File: src/rtl/sss_pkg.sv
// Shared definitions for the SSS search sequencer.
//   SSS_LEN  : width of one SSS word (received and local hypotheses)
//   NUM_NID1 : default number of N_ID1 hypotheses
//   METRIC_W : width of a correlator result
//   CNT_W    : width of the correlator-latency wait counter (latency 1..15)
//   state_t  : sequencer states
package sss_pkg;
  localparam int SSS_LEN  = 62;
  localparam int NUM_NID1 = 168;
  localparam int METRIC_W = 32;
  localparam int CNT_W    = 4;

  typedef enum logic [2:0] {
    IDLE,
    FETCH,
    LATCH,
    WAIT,
    CMP,
    DONE
  } state_t;
endpackage

File: src/rtl/sss_search_ctrl_if.sv
// Bundle of the sequencer's control, ROM and correlator signals.
//   control   : start, abort, rx_sss_in, threshold -> busy, done, best_idx,
//               best_metric, found
//   ROM       : rom_en, rom_addr -> rom_data (one cycle later)
//   correlator: received_sss, local_sss -> correlation_result
// The slave modport is the sequencer's view; master is everything around it
// (cell-search top level, ROM and correlator).
interface sss_search_ctrl_if
  import sss_pkg::*;
  #(parameter int NUM_HYP = NUM_NID1,
    parameter int IDX_W   = $clog2(NUM_HYP))
  ();
  logic                start;
  logic                abort;
  logic [SSS_LEN-1:0]  rx_sss_in;
  logic [METRIC_W-1:0] threshold;
  logic                rom_en;
  logic [IDX_W-1:0]    rom_addr;
  logic [SSS_LEN-1:0]  rom_data;
  logic [SSS_LEN-1:0]  received_sss;
  logic [SSS_LEN-1:0]  local_sss;
  logic [METRIC_W-1:0] correlation_result;
  logic                busy;
  logic                done;
  logic [IDX_W-1:0]    best_idx;
  logic [METRIC_W-1:0] best_metric;
  logic                found;

  modport slave (
    input  start, abort, rx_sss_in, threshold, rom_data, correlation_result,
    output rom_en, rom_addr, received_sss, local_sss,
           busy, done, best_idx, best_metric, found
  );

  modport master (
    output start, abort, rx_sss_in, threshold, rom_data, correlation_result,
    input  rom_en, rom_addr, received_sss, local_sss,
           busy, done, best_idx, best_metric, found
  );
endinterface

File: src/rtl/sss_peak_tracker.sv
// Running peak tracker for the SSS search.
//   clk, reset : clock, synchronous active-low reset
//   clear      : zero the running peak (start of a search)
//   update     : a correlator sample is presented this cycle
//   first      : the sample belongs to hypothesis 0 and is always taken
//   metric/idx : sample value and its hypothesis index
//   run_best/run_idx : current peak value and index
module sss_peak_tracker
  import sss_pkg::*;
  #(parameter int IDX_W = 8)
  (
    input  logic                clk,
    input  logic                reset,
    input  logic                clear,
    input  logic                update,
    input  logic                first,
    input  logic [METRIC_W-1:0] metric,
    input  logic [IDX_W-1:0]    idx,
    output logic [METRIC_W-1:0] run_best,
    output logic [IDX_W-1:0]    run_idx
  );

  // Strictly-greater compare keeps the lowest index on ties; the first
  // hypothesis always loads so an all-zero search still reports index 0.
  always_ff @(posedge clk) begin
    if (!reset) begin
      run_best <= '0;
      run_idx  <= '0;
    end else if (clear) begin
      run_best <= '0;
      run_idx  <= '0;
    end else if (update && (first || (metric > run_best))) begin
      run_best <= metric;
      run_idx  <= idx;
    end
  end
endmodule

File: src/rtl/sss_search_ctrl.sv
// SSS search sequencer. Latches a received SSS word on start, walks the
// NUM_HYP hypotheses from the sequence ROM (FETCH, LATCH, CORR_LAT x WAIT,
// CMP per hypothesis), tracks the peak correlation and publishes the best
// index, peak metric and threshold-detect flag with a one-cycle done pulse.
//   clk, reset : clock, synchronous active-low reset
//   bus        : control, ROM and correlator signals (slave view)
module sss_search_ctrl
  import sss_pkg::*;
  #(parameter int NUM_HYP  = NUM_NID1,
    parameter int CORR_LAT = 1,
    parameter int IDX_W    = $clog2(NUM_HYP))
  (
    input  logic           clk,
    input  logic           reset,
    sss_search_ctrl_if.slave bus
  );

  state_t              state;
  state_t              state_nxt;
  logic [IDX_W-1:0]    hyp;
  logic [CNT_W-1:0]    wait_cnt;
  logic [METRIC_W-1:0] thr_lat;
  logic [METRIC_W-1:0] run_best;
  logic [IDX_W-1:0]    run_idx;
  logic                accept;
  logic                cmp_go;
  logic                last_hyp;

  assign last_hyp     = (hyp == IDX_W'(NUM_HYP - 1));
  assign bus.rom_en   = (state == FETCH);
  assign bus.rom_addr = hyp;
  assign bus.busy     = (state != IDLE);

  // Next-state logic; abort overrides every transition, and in IDLE it
  // also suppresses a coincident start.
  always_comb begin
    state_nxt = state;
    accept    = 1'b0;
    cmp_go    = 1'b0;
    case (state)
      IDLE:  if (bus.start) state_nxt = FETCH;
      FETCH: state_nxt = LATCH;
      LATCH: state_nxt = WAIT;
      WAIT:  if (wait_cnt == CNT_W'(1)) state_nxt = CMP;
      CMP:   state_nxt = last_hyp ? DONE : FETCH;
      DONE:  state_nxt = IDLE;
      default: state_nxt = IDLE;
    endcase
    if (bus.abort) state_nxt = IDLE;
    accept = (state == IDLE) && bus.start && !bus.abort;
    cmp_go = (state == CMP) && !bus.abort;
  end

  always_ff @(posedge clk) begin
    if (!reset) state <= IDLE;
    else        state <= state_nxt;
  end

  // Datapath registers. Every load is gated by abort so an aborted search
  // leaves the correlator inputs and published results untouched.
  always_ff @(posedge clk) begin
    if (!reset) begin
      hyp              <= '0;
      wait_cnt         <= '0;
      thr_lat          <= '0;
      bus.received_sss <= '0;
      bus.local_sss    <= '0;
      bus.done         <= 1'b0;
      bus.best_idx     <= '0;
      bus.best_metric  <= '0;
      bus.found        <= 1'b0;
    end else begin
      bus.done <= 1'b0;
      if (accept) begin
        bus.received_sss <= bus.rx_sss_in;
        thr_lat          <= bus.threshold;
        hyp              <= '0;
      end
      if ((state == LATCH) && !bus.abort) begin
        bus.local_sss <= bus.rom_data;
        wait_cnt      <= CNT_W'(CORR_LAT);
      end
      if ((state == WAIT) && !bus.abort) wait_cnt <= wait_cnt - CNT_W'(1);
      if (cmp_go && !last_hyp) hyp <= hyp + IDX_W'(1);
      if ((state == DONE) && !bus.abort) begin
        bus.best_idx    <= run_idx;
        bus.best_metric <= run_best;
        bus.found       <= (run_best >= thr_lat);
        bus.done        <= 1'b1;
      end
    end
  end

  sss_peak_tracker #(.IDX_W(IDX_W)) u_peak (
    .clk      (clk),
    .reset    (reset),
    .clear    (accept),
    .update   (cmp_go),
    .first    (hyp == '0),
    .metric   (bus.correlation_result),
    .idx      (hyp),
    .run_best (run_best),
    .run_idx  (run_idx)
  );
endmodule

File: src/flat_wrapper.sv
// flat-port wrapper written by rule: the top's interface ports become plain ports
module sss_search_ctrl_flat import sss_pkg::*;
#(parameter int NUM_HYP  = NUM_NID1,
    parameter int CORR_LAT = 1,
    parameter int IDX_W    = $clog2(NUM_HYP))
  (clk, reset, bus_start, bus_abort, bus_rx_sss_in, bus_threshold, bus_rom_data, bus_correlation_result, bus_rom_en, bus_rom_addr, bus_received_sss, bus_local_sss, bus_busy, bus_done, bus_best_idx, bus_best_metric, bus_found);
  sss_search_ctrl_if #(.NUM_HYP(NUM_HYP), .IDX_W(IDX_W)) bus_i ();
  input  logic clk;
  input  logic reset;
  input wire logic [$bits(bus_i.start)-1:0] bus_start;
  input wire logic [$bits(bus_i.abort)-1:0] bus_abort;
  input wire logic [$bits(bus_i.rx_sss_in)-1:0] bus_rx_sss_in;
  input wire logic [$bits(bus_i.threshold)-1:0] bus_threshold;
  input wire logic [$bits(bus_i.rom_data)-1:0] bus_rom_data;
  input wire logic [$bits(bus_i.correlation_result)-1:0] bus_correlation_result;
  output wire logic [$bits(bus_i.rom_en)-1:0] bus_rom_en;
  output wire logic [$bits(bus_i.rom_addr)-1:0] bus_rom_addr;
  output wire logic [$bits(bus_i.received_sss)-1:0] bus_received_sss;
  output wire logic [$bits(bus_i.local_sss)-1:0] bus_local_sss;
  output wire logic [$bits(bus_i.busy)-1:0] bus_busy;
  output wire logic [$bits(bus_i.done)-1:0] bus_done;
  output wire logic [$bits(bus_i.best_idx)-1:0] bus_best_idx;
  output wire logic [$bits(bus_i.best_metric)-1:0] bus_best_metric;
  output wire logic [$bits(bus_i.found)-1:0] bus_found;
  assign bus_i.start = bus_start;
  assign bus_i.abort = bus_abort;
  assign bus_i.rx_sss_in = bus_rx_sss_in;
  assign bus_i.threshold = bus_threshold;
  assign bus_i.rom_data = bus_rom_data;
  assign bus_i.correlation_result = bus_correlation_result;
  assign bus_rom_en = bus_i.rom_en;
  assign bus_rom_addr = bus_i.rom_addr;
  assign bus_received_sss = bus_i.received_sss;
  assign bus_local_sss = bus_i.local_sss;
  assign bus_busy = bus_i.busy;
  assign bus_done = bus_i.done;
  assign bus_best_idx = bus_i.best_idx;
  assign bus_best_metric = bus_i.best_metric;
  assign bus_found = bus_i.found;
  sss_search_ctrl #(.NUM_HYP(NUM_HYP), .CORR_LAT(CORR_LAT), .IDX_W(IDX_W)) u_core (.clk(clk), .reset(reset), .bus(bus_i));
endmodule
File: config.mk
export PLATFORM = sky130hd
export DESIGN_NAME = sss_search_ctrl_flat
export DESIGN_NICKNAME = d
export VERILOG_FILES = /design/src/rtl/sss_pkg.sv /design/src/rtl/sss_search_ctrl_if.sv /design/src/rtl/sss_peak_tracker.sv /design/src/rtl/sss_search_ctrl.sv /design/src/flat_wrapper.sv
export SDC_FILE = /design/constraint.sdc
export NUM_CORES = 1
export LEC_CHECK = 0
export CORE_AREA = 2 2 154 156
export CTS_CLUSTER_DIAMETER = 200
export DETAILED_ROUTE_END_ITERATION = 16
export DIE_AREA = 0 0 156 158
export PLACE_DENSITY = 0.85
export SETUP_SLACK_MARGIN = 0.1
export SYNTH_ARGS = -nofsm -noshare
export SYNTH_HDL_FRONTEND = slang
export SYNTH_SLANG_ARGS = --single-unit
File: constraint.sdc
create_clock -name clk -period 6.1 [get_ports clk]
set_input_delay 0.915 -clock clk [delete_from_list [all_inputs] [get_ports clk]]
set_output_delay 0.915 -clock clk [all_outputs]
set_load 0.05 [all_outputs]
### After elaboration in Yosys (flattened, before gate mapping)

Cells that the tools add are included.
Widths: inputs -> output; s select.

| operators by class | value |
|---|---|
| add/sub/neg operators | 2 |
| order comparisons | 2 |
| equality and inequality tests | 9 |
| multiplexer cells | 9 |
| bitwise logic cells | 1 |
| reduce and logical (&&, ||, !) cells | 19 |

Operators by type and width:

| kind | count |
|---|---|
| $ge 32x32->1 | 1 |
| $gt 32x32->1 | 1 |
| $mux 8 | 2 |
| $pmux 3 s5 | 1 |
| $mux 3 | 3 |
| $add 8x1->8 const B | 1 |
| $eq 8x8->1 const B | 1 |
| $logic_and 1x1->1 | 8 |
| $logic_not 8->1 | 1 |
| $mux 4 | 2 |
| $eq 3x2->1 const B | 2 |
| $eq 3x3->1 const B | 2 |
| $eq 4x1->1 const B | 1 |
| $reduce_bool 2->1 | 2 |
| $reduce_or 2->1 | 2 |
| $sub 4x1->4 const B | 1 |
| $eq 3x1->1 const B | 1 |
| $logic_not 3->1 | 1 |
| $reduce_bool 3->1 | 1 |
| $logic_not 1->1 | 2 |
| $ne 2x1->1 const B | 1 |
| $ne 2x2->1 const B | 1 |
| $reduce_and 2->1 | 1 |
| $logic_or 1x1->1 | 1 |
| other kinds (2) | 2 |

| storage, ports and cells | value |
|---|---|
| register bits | 253 |
| input port bits | 192 |
| output and inout bits | 176 |
| logic and storage cells | 54 |

### Logic depth before layout (Yosys ltp)

Gate-level depths: netlist of the first run.

| depth | value |
|---|---|
| depth in word-level cells | 5 |
| mapped depth | 9 |
| mapped depth without buffers | 8 |

### Cells and area by module

From an unflattened synthesis of the first run, not the netlist that was laid out.

| second synthesis, totals | value |
|---|---|
| cells, all modules | 1361 |
| area total of the unflattened synthesis | 10892.9 um2 |

By module, submodules not included:

| module | instances | cells each | area each (um2) | sequential area each (um2) |
|---|---|---|---|---|
| sss_search_ctrl | 1 | 1070 | 8410.6 | 4264.1 |
| sss_peak_tracker | 1 | 291 | 2482.4 | 800.8 |

### Least setup slack after synthesis of the first run

No wires, ideal clock.

| timing path | value |
|---|---|
| kind | flip-flop to output port |
| start point | register u_core.state[0] |
| end point | output bus_rom_en |
| data arrival time | 1.864 ns |
| data required time | 5.185 ns |
| path slack | 3.321 ns |
| cell stages (with the launch flop) | 3 |
| path buffers | 1 |
| path through | dfxtp_1 -> clkbuf_1 -> nor3b_1 |

| between the ends | value |
|---|---|
| word-level cells in the longest chain between the ends | 1 |

Ends and longest elaborated chain:

| element | line | RTL |
|---|---|---|
| start: declaration | sss_search_ctrl.sv:18 | `state_t state;` |
| start signal: assignment | sss_search_ctrl.sv:56 | `else state <= state_nxt;` |
| $eq 3x1->1 | sss_search_ctrl.sv:30 | `assign bus.rom_en = (state == FETCH);` |
| end: declaration | flat_wrapper.sv:16 | `output wire logic [$bits(bus_i.rom_en)-1:0] bus_rom_en;` |

Every way passes these cells.

### Worst setup path in the final report of the first run

| timing path | value |
|---|---|
| start point | input bus_correlation_result[30] |
| end point | register u_core.u_peak.run_best[23] |

| between the ends | value |
|---|---|
| word-level cells in the longest chain between the ends | 3 |

Ends and longest elaborated chain:

| element | line | RTL |
|---|---|---|
| start: declaration | flat_wrapper.sv:15 | `input wire logic [$bits(bus_i.correlation_result)-1:0] bus_correlation_result;` |
| $gt 32x32->1 | sss_peak_tracker.sv:32 | `end else if (update && (first \|\| (metric > run_best))) begin` |
| $logic_or 1x1->1 | sss_peak_tracker.sv:32 |  |
| $logic_and 1x1->1 | sss_peak_tracker.sv:32 |  |
| end signal: assignment | sss_peak_tracker.sv:33 | `run_best <= metric;` |
| end: declaration | sss_peak_tracker.sv:19 | `output logic [METRIC_W-1:0] run_best,` |

Every way passes these cells.
A chain may end at the register's enable or synchronous reset.

==> impl_metrics.env, run 1 <==
export IMPL_outcome="completed"
export IMPL_synthFlopType="dfxtp_1"
export IMPL_grt_usage_pct=25.3
export IMPL_p_leak_nw=5.58
export IMPL_rsz0062_at_grt="false"
export IMPL_cts_tree="built"
export IMPL_antenna_found_initial=2
export IMPL_grt_pass1_wl_um=51000
export IMPL_timing_final_crit_period_ns=3.43
export IMPL_critPathKind="input pin to flop"
export IMPL_pre_cts_ws_ns=2.19
export IMPL_cts_root_buf="clkbuf_16"
export IMPL_ys_seq_area_share_pct=44.7
export IMPL_synth_cells=1372
export IMPL_powerDensity_nw_per_um2=239
export IMPL_r2r_slack_ns=3.04
export IMPL_io_pins=368
export IMPL_post_dp_cell_area_sq_um=15100
export IMPL_synth_edf_count=0
export IMPL_async_flop_share_pct=0
export IMPL_setup_viol=0
export IMPL_core_sq_um=23100
export IMPL_dpl_hpwl_um=23100
export IMPL_die_y_um=158
export IMPL_synth_area_sq_um=11300
export IMPL_clk_pin_slew_ns=0.06
export IMPL_vias_per_cell=5.25
export IMPL_fin_skew_ns=0.0172
export IMPL_synth_distinct_cells=55
export IMPL_slew_headroom_pct=18.0
export IMPL_postCtsHoldBufs=0
export IMPL_die_w_um=156
export IMPL_ys_seq_elements=253
export IMPL_ctsLongestPathBuffers=3
export IMPL_crit_fanout=40
export IMPL_final_area_sq_um=16100
export IMPL_ant_nets=0
export IMPL_cts_buffers=28
export IMPL_fill_cells=1791
export IMPL_drc_errors=0
export IMPL_crit_required_ns=6.56
export IMPL_worstSetupEndpointType="flop"
export IMPL_worst_setup_path_start_kind="input pin"
export IMPL_yosys_warnings=0
export IMPL_areaGrowthSynthToFinish_pct=41.5
export IMPL_initial_core_util_pct=49.2
export IMPL_worst_slew_pin_slew_ns=1.23
export IMPL_clk_latency_ns=0.53
export IMPL_hold_viol=0
export IMPL_worstHoldStart="u_core.bus.received_sss[46]"
export IMPL_finalCritPeriodShare_pct=56.3
export IMPL_fin_setup_tns_ns=0
export IMPL_min_path_type="flop to flop"
export IMPL_gp_congestion=0.840
export IMPL_min_path_cells=2
export IMPL_grt_overflow=0
export IMPL_syn_num_nets=1632
export IMPL_postRouteWirelength_um=32800
export IMPL_min_to="u_core.bus.received_sss[46]"
export IMPL_postCtsSetupRepairBufs=0
export IMPL_nets=1949
export IMPL_drt_iter0_drc=629
export IMPL_max_freq_ghz=0.291
export IMPL_first_pass_iters=7
export IMPL_drive_above_1_share_pct=4.04
export IMPL_reg2reg_depth=7
export IMPL_port_buffers=367
export IMPL_arrival_ns=3.90
export IMPL_grt_max_degree=131
export IMPL_die_area_sq_um=24600
export IMPL_row_count=56
export IMPL_r2r_end="u_core.u_peak.run_best[23]"
export IMPL_r2r_start="u_core.u_peak.run_best[30]"
export IMPL_setup_slack_ns=2.67
export IMPL_ir_worst_vdd_mv=0.201
export IMPL_cts_sinks=253
export IMPL_grt_pass1_vias=10166
export IMPL_wl_per_cell_um=16.4
export IMPL_slew_violations=0
export IMPL_vias=10502
export IMPL_cts_resized=0
export IMPL_syn_area_per_cell_sq_um=8.27
export IMPL_whs_ns=0.454
export IMPL_power_total_w=0.00383
export IMPL_maxCapViolCount=0
export IMPL_h_tree_depth=1
-- area by class of cell --
type	instances	area (sq um)	area share (%)
Inverter	70	263	1.64
Clock inverter	9	72.6	0.452
Sequential cell	253	5060	31.6
Antenna cell	2	5.00	0.0312
Timing Repair Buffer	376	3750	23.4
Multi-Input combinational cell	960	5700	35.5
Clock buffer	39	833	5.19
Tap cell	290	363	2.26
-- metrics by stage --
step / utilization (%) / std cells
2_1_floorplan: - / 1372
3_3_place_gp: 65.7 / 1949
3_5_place_dp: 65.7 / 1949
4_1_cts: 69.6 / 1997
5_1_grt: 69.6 / 1999
6_report: 69.6 / 1999
-- cells in the mapped netlist (2+ instances only) --
cell	instances	area, sq um
inv_1	70	263
a21boi_1	57	428
nor2_1	17	63.8
nand4_1	16	100
ha_1	68	851
nand3b_1	2	15.0
a21oi_1	27	135
o221ai_1	2	17.5
a31oi_1	2	12.5
nor3b_1	2	15.0
nand3_1	50	250
nand2b_1	2	12.5
buf_6	4	45.0
o2111ai_1	2	17.5
o21a_1	4	30.0
nor4_1	2	12.5
a22oi_1	2	15.0
a21o_1	8	60.1
or4_1	2	15.0
nand2_1	404	1520
nor3_1	6	30.0
o211ai_1	2	15.0
and3_1	3	18.8
dfxtp_1	253	5060
o21ai_0	42	210
a21boi_0	183	1370
and2_1	9	56.3
clkbuf_1	72	270
buf_2	11	55.1
o21ai_1	16	80.1
nor2b_1	6	37.5
or3_1	2	12.5
a211oi_1	2	15.0
-- cell families (layout without fill, tap and decap cells) --
kind of cell    count (synthesis)  after routing  synth area share [%]
compound gates                359            359                  22.2
fa+ha+maj                      68             68                  7.50
buf+inv                       159            494                  5.66
flops                         253            253                  44.7
mux                             1              1                0.0882
other cells                     0              2                     0
simple gates                  532            532                  19.9
-- flip-flops by register name (all words and copies together), names as in the netlist, 3 cells and up --
register                 flops
u_core.bus.rom_addr          8
u_core.bus.local_sss        62
u_core.u_peak.run_idx        8
u_core.bus.received_sss     62
u_core.state                 3
u_core.bus.best_idx          8
u_core.u_peak.run_best      32
u_core.thr_lat              32
u_core.wait_cnt              4
u_core.bus.best_metric      32
-- metal layers --
layer / vias to the layer above / track usage, % / routed length, um
met5: - / 0 / 0
met2: 327 / 44.4 / 16200
met1: 4908 / 30.8 / 13400
met3: 56 / 6.68 / 2410
met4: 0 / 6.99 / 820
li1: 5211 / - / -
-- power by group --
group	internal [W]	switching (W)	total [W]
clock	0.000985	0.000660	0.00165
sequential	0.00169	0.0000224	0.00171
combinational	0.000227	0.000248	0.000475
-- how the worst max path moves through the flow --
stage,start,to,slack [ns]
2_1_floorplan,u_core.state[0],bus_rom_en,3.32
3_3_place_gp,bus_correlation_result[1],u_core.u_peak.run_idx[7],2.32
3_5_place_dp,bus_correlation_result[30],u_core.u_peak.run_best[23],2.19
4_1_cts,bus_correlation_result[30],u_core.u_peak.run_best[23],2.71
5_1_grt,bus_correlation_result[30],u_core.u_peak.run_best[23],2.48
6_report,bus_correlation_result[30],u_core.u_peak.run_best[23],2.67
-- placed cells by master (no fill, tap or decap), types with 6 or more instances in the layout --
| cell | count |
|---|---|
| nor2b_1 | 6 |
| buf_4 | 9 |
| clkbuf_8 | 7 |
| clkbuf_16 | 29 |
| clkinv_2 | 7 |
| a21boi_1 | 57 |
| a21oi_1 | 27 |
| nor3_1 | 6 |
| nor2_1 | 16 |
| ha_1 | 68 |
| inv_1 | 70 |
| nand2_1 | 404 |
| o21ai_0 | 42 |
| and2_1 | 9 |
| a21boi_0 | 183 |
| nand4_1 | 16 |
| dfxtp_1 | 253 |
| nand3_1 | 50 |
| o21ai_1 | 16 |
| a21o_1 | 8 |
| clkdlybuf4s50_1 | 366 |
-- worst max-delay path, cell delays in order --
cell,delay (ns)
clkdlybuf4s50_1,0.47
ha_1,0.35
nand4_1,0.22
a2111oi_1,0.73
o31a_2,0.78
o21ai_0,0.25
a21boi_1,0.19
(Power assumes the default switching activity.)
==> run 2, diff against run 1 <==
Settings changed: CORE_AREA 2 2 154 156 to 2 2 168 170, DIE_AREA 0 0 156 158 to 0 0 170 172, PLACE_DENSITY 0.85 to 0.76.
Clock period 6.1 ns to 2.9 ns, I/O delays scaled along.
==> run 2 against run 1 <==
Compared with the run above: worst setup slack worse by 2.4 ns; sequential cell count unchanged; sequential power up 110%; via count up 0.69%; power up 120%; utilization down 9.2 points; clock power up 130%; clock skew down 0.0079 ns; non-clock buffer count up 35.
==> impl_metrics.env, run 2 (synthesis gave the netlist of run 1 again) <==
export IMPL_core_sq_um=27500
export IMPL_port_buffers=367
export IMPL_cp_num_buf_inv=1
export IMPL_powerDensity_nw_per_um2=509
export IMPL_min_path_type="input pin to flop"
export IMPL_gp_congestion=0.819
export IMPL_die_w_um=170
export IMPL_p_leak_nw=5.83
export IMPL_rsz0062_at_grt="false"
export IMPL_pre_cts_ws_ns=-0.488
export IMPL_crit_path_top_delay_cell="clkdlybuf4s50_1"
export IMPL_final_area_sq_um=16600
export IMPL_first_pass_iters=5
export IMPL_final_cell_mix="nand2_1, clkdlybuf4s50_1, dfxtp_1, a21boi_0, inv_1"
export IMPL_drive_above_1_share_pct=6.07
export IMPL_initial_core_util_pct=41.3
export IMPL_arrival_ns=2.21
export IMPL_nets=1985
export IMPL_setup_viol=0
export IMPL_cp_cell_sequence="or3_4 -> clkdlybuf4s50_1"
export IMPL_hold_viol=0
export IMPL_cts_root_buf="clkbuf_16"
export IMPL_io_pins=368
export IMPL_clk_pin_slew_ns=0.06
export IMPL_dpl_hpwl_um=24400
export IMPL_ir_worst_vdd_mv=0.406
export IMPL_fin_setup_tns_ns=0
export IMPL_clk_latency_ns=0.54
export IMPL_cts_tree="built"
export IMPL_drc_errors=0
export IMPL_postCtsSetupRepairBufs=0
export IMPL_postRouteWirelength_um=33900
export IMPL_ant_nets=0
export IMPL_outcome="completed"
export IMPL_cts_sinks=253
export IMPL_crit_path_max_incr_delay_ns=0.84
export IMPL_areaGrowthSynthToFinish_pct=46.3
export IMPL_fill_cells=2369
export IMPL_worst_setup_path_start_kind="flop"
export IMPL_die_area_sq_um=29200
export IMPL_slew_violations=0
export IMPL_antenna_found_initial=1
export IMPL_worstSetupEndpointType="primary output"
export IMPL_fin_skew_ns=0.00933
export IMPL_post_dp_cell_area_sq_um=15600
export IMPL_finalCritPeriodShare_pct=91.4
export IMPL_maxCapViolCount=0
export IMPL_vias=10574
export IMPL_crit_family="buffers and inverters"
export IMPL_setup_slack_ns=0.251
export IMPL_crit_required_ns=2.47
export IMPL_timing_final_crit_period_ns=2.65
export IMPL_max_freq_ghz=0.377
export IMPL_grt_max_degree=212
export IMPL_crit_fanout=11
export IMPL_wl_per_cell_um=16.2
export IMPL_multiInputGateArea_sq_um=5700
export IMPL_fin_cells=2093
export IMPL_critPathKind="flop to primary output"
export IMPL_largestRegisters="u_core.bus.local_sss x62, u_core.bus.received_sss x62"
export IMPL_grt_pass1_vias=10279
export IMPL_dp_cells=2040
export IMPL_cts_buffers=29
export IMPL_seq_area_sq_um=5060
export IMPL_grt_pass1_wl_um=52800
export IMPL_grt_usage_pct=22.2
export IMPL_h_tree_depth=1
export IMPL_worst_slew_pin_slew_ns=1.23
export IMPL_final_common_cell="nand2_1"
export IMPL_slew_headroom_pct=18.0
export IMPL_ctsLongestPathBuffers=3
export IMPL_grt_overflow=0
export IMPL_drt_iter0_drc=586
export IMPL_die_y_um=172
export IMPL_vias_per_cell=5.05
export IMPL_row_count=61
-- run 2: final cells by class --
| type | count | area share (%) |
|---|---|---|
| diodes | 1 | 0.0151 |
| clock buffers | 42 | 5.09 |
| clock inverters | 10 | 0.942 |
| inverters | 70 | 1.58 |
| multi-input cells | 960 | 34.4 |
| flip-flops and latches | 253 | 30.5 |
| well taps | 346 | 2.61 |
| repair buffers | 411 | 24.9 |
-- run 2: path summary, 6_finish.rpt --
kind | start | depth (start not counted) | slack, ns | endpoint
setup / recovery | u_core.state[1] | 2 | 0.25 | bus_busy
hold reg to reg | u_core.bus.received_sss[2] | 2 | 0.45 | u_core.bus.received_sss[2]
hold / removal | bus_rx_sss_in[51] | 3 | 0.44 | u_core.bus.received_sss[51]
setup reg to reg | u_core.u_peak.run_best[15] | 10 | 0.39 | u_core.u_peak.run_best[7]
-- run 2: where the power goes --
part	total (W)	internal, W	switching [W]
Sequential	0.00360	0.00356	0.0000430
Clock	0.00382	0.00236	0.00146
Combinational	0.00103	0.000497	0.000535
Total	0.00845	0.00642	0.00203
-- run 2: through the flow --
stage | power, W | hold WS [ns] | util [%]
5_1_grt | 0.00875 | 0.431 | 60.4
3_5_place_dp | 0.00471 | 0.448 | 56.7
6_report | 0.00845 | 0.442 | 60.4
4_1_cts | 0.00852 | 0.426 | 60.4
2_1_floorplan | 0.00419 | 0.439 | -
3_3_place_gp | 0.00469 | 0.440 | 56.7
-- run 2: repair_timing --
item                                    4_1_cts  5_1_grt
hold buffers                                  0        0
gates resized for setup                       1        1
endpoints found under the setup margin       38        8
gates cloned                                  0        0
-- run 2: worst min-delay path, stage by stage --
cell	delay (ns)
clkdlybuf4s50_1	0.39
nand2_1	0.05
a21boi_1	0.05
-- run 2: routing by layer --
metal / part of all wire (%) / GRT usage, %
met4: 2.8 / 6.50
met1: 42 / 27.3
met2: 48 / 38.6
met5: 0 / 0
met3: 7.4 / 5.70
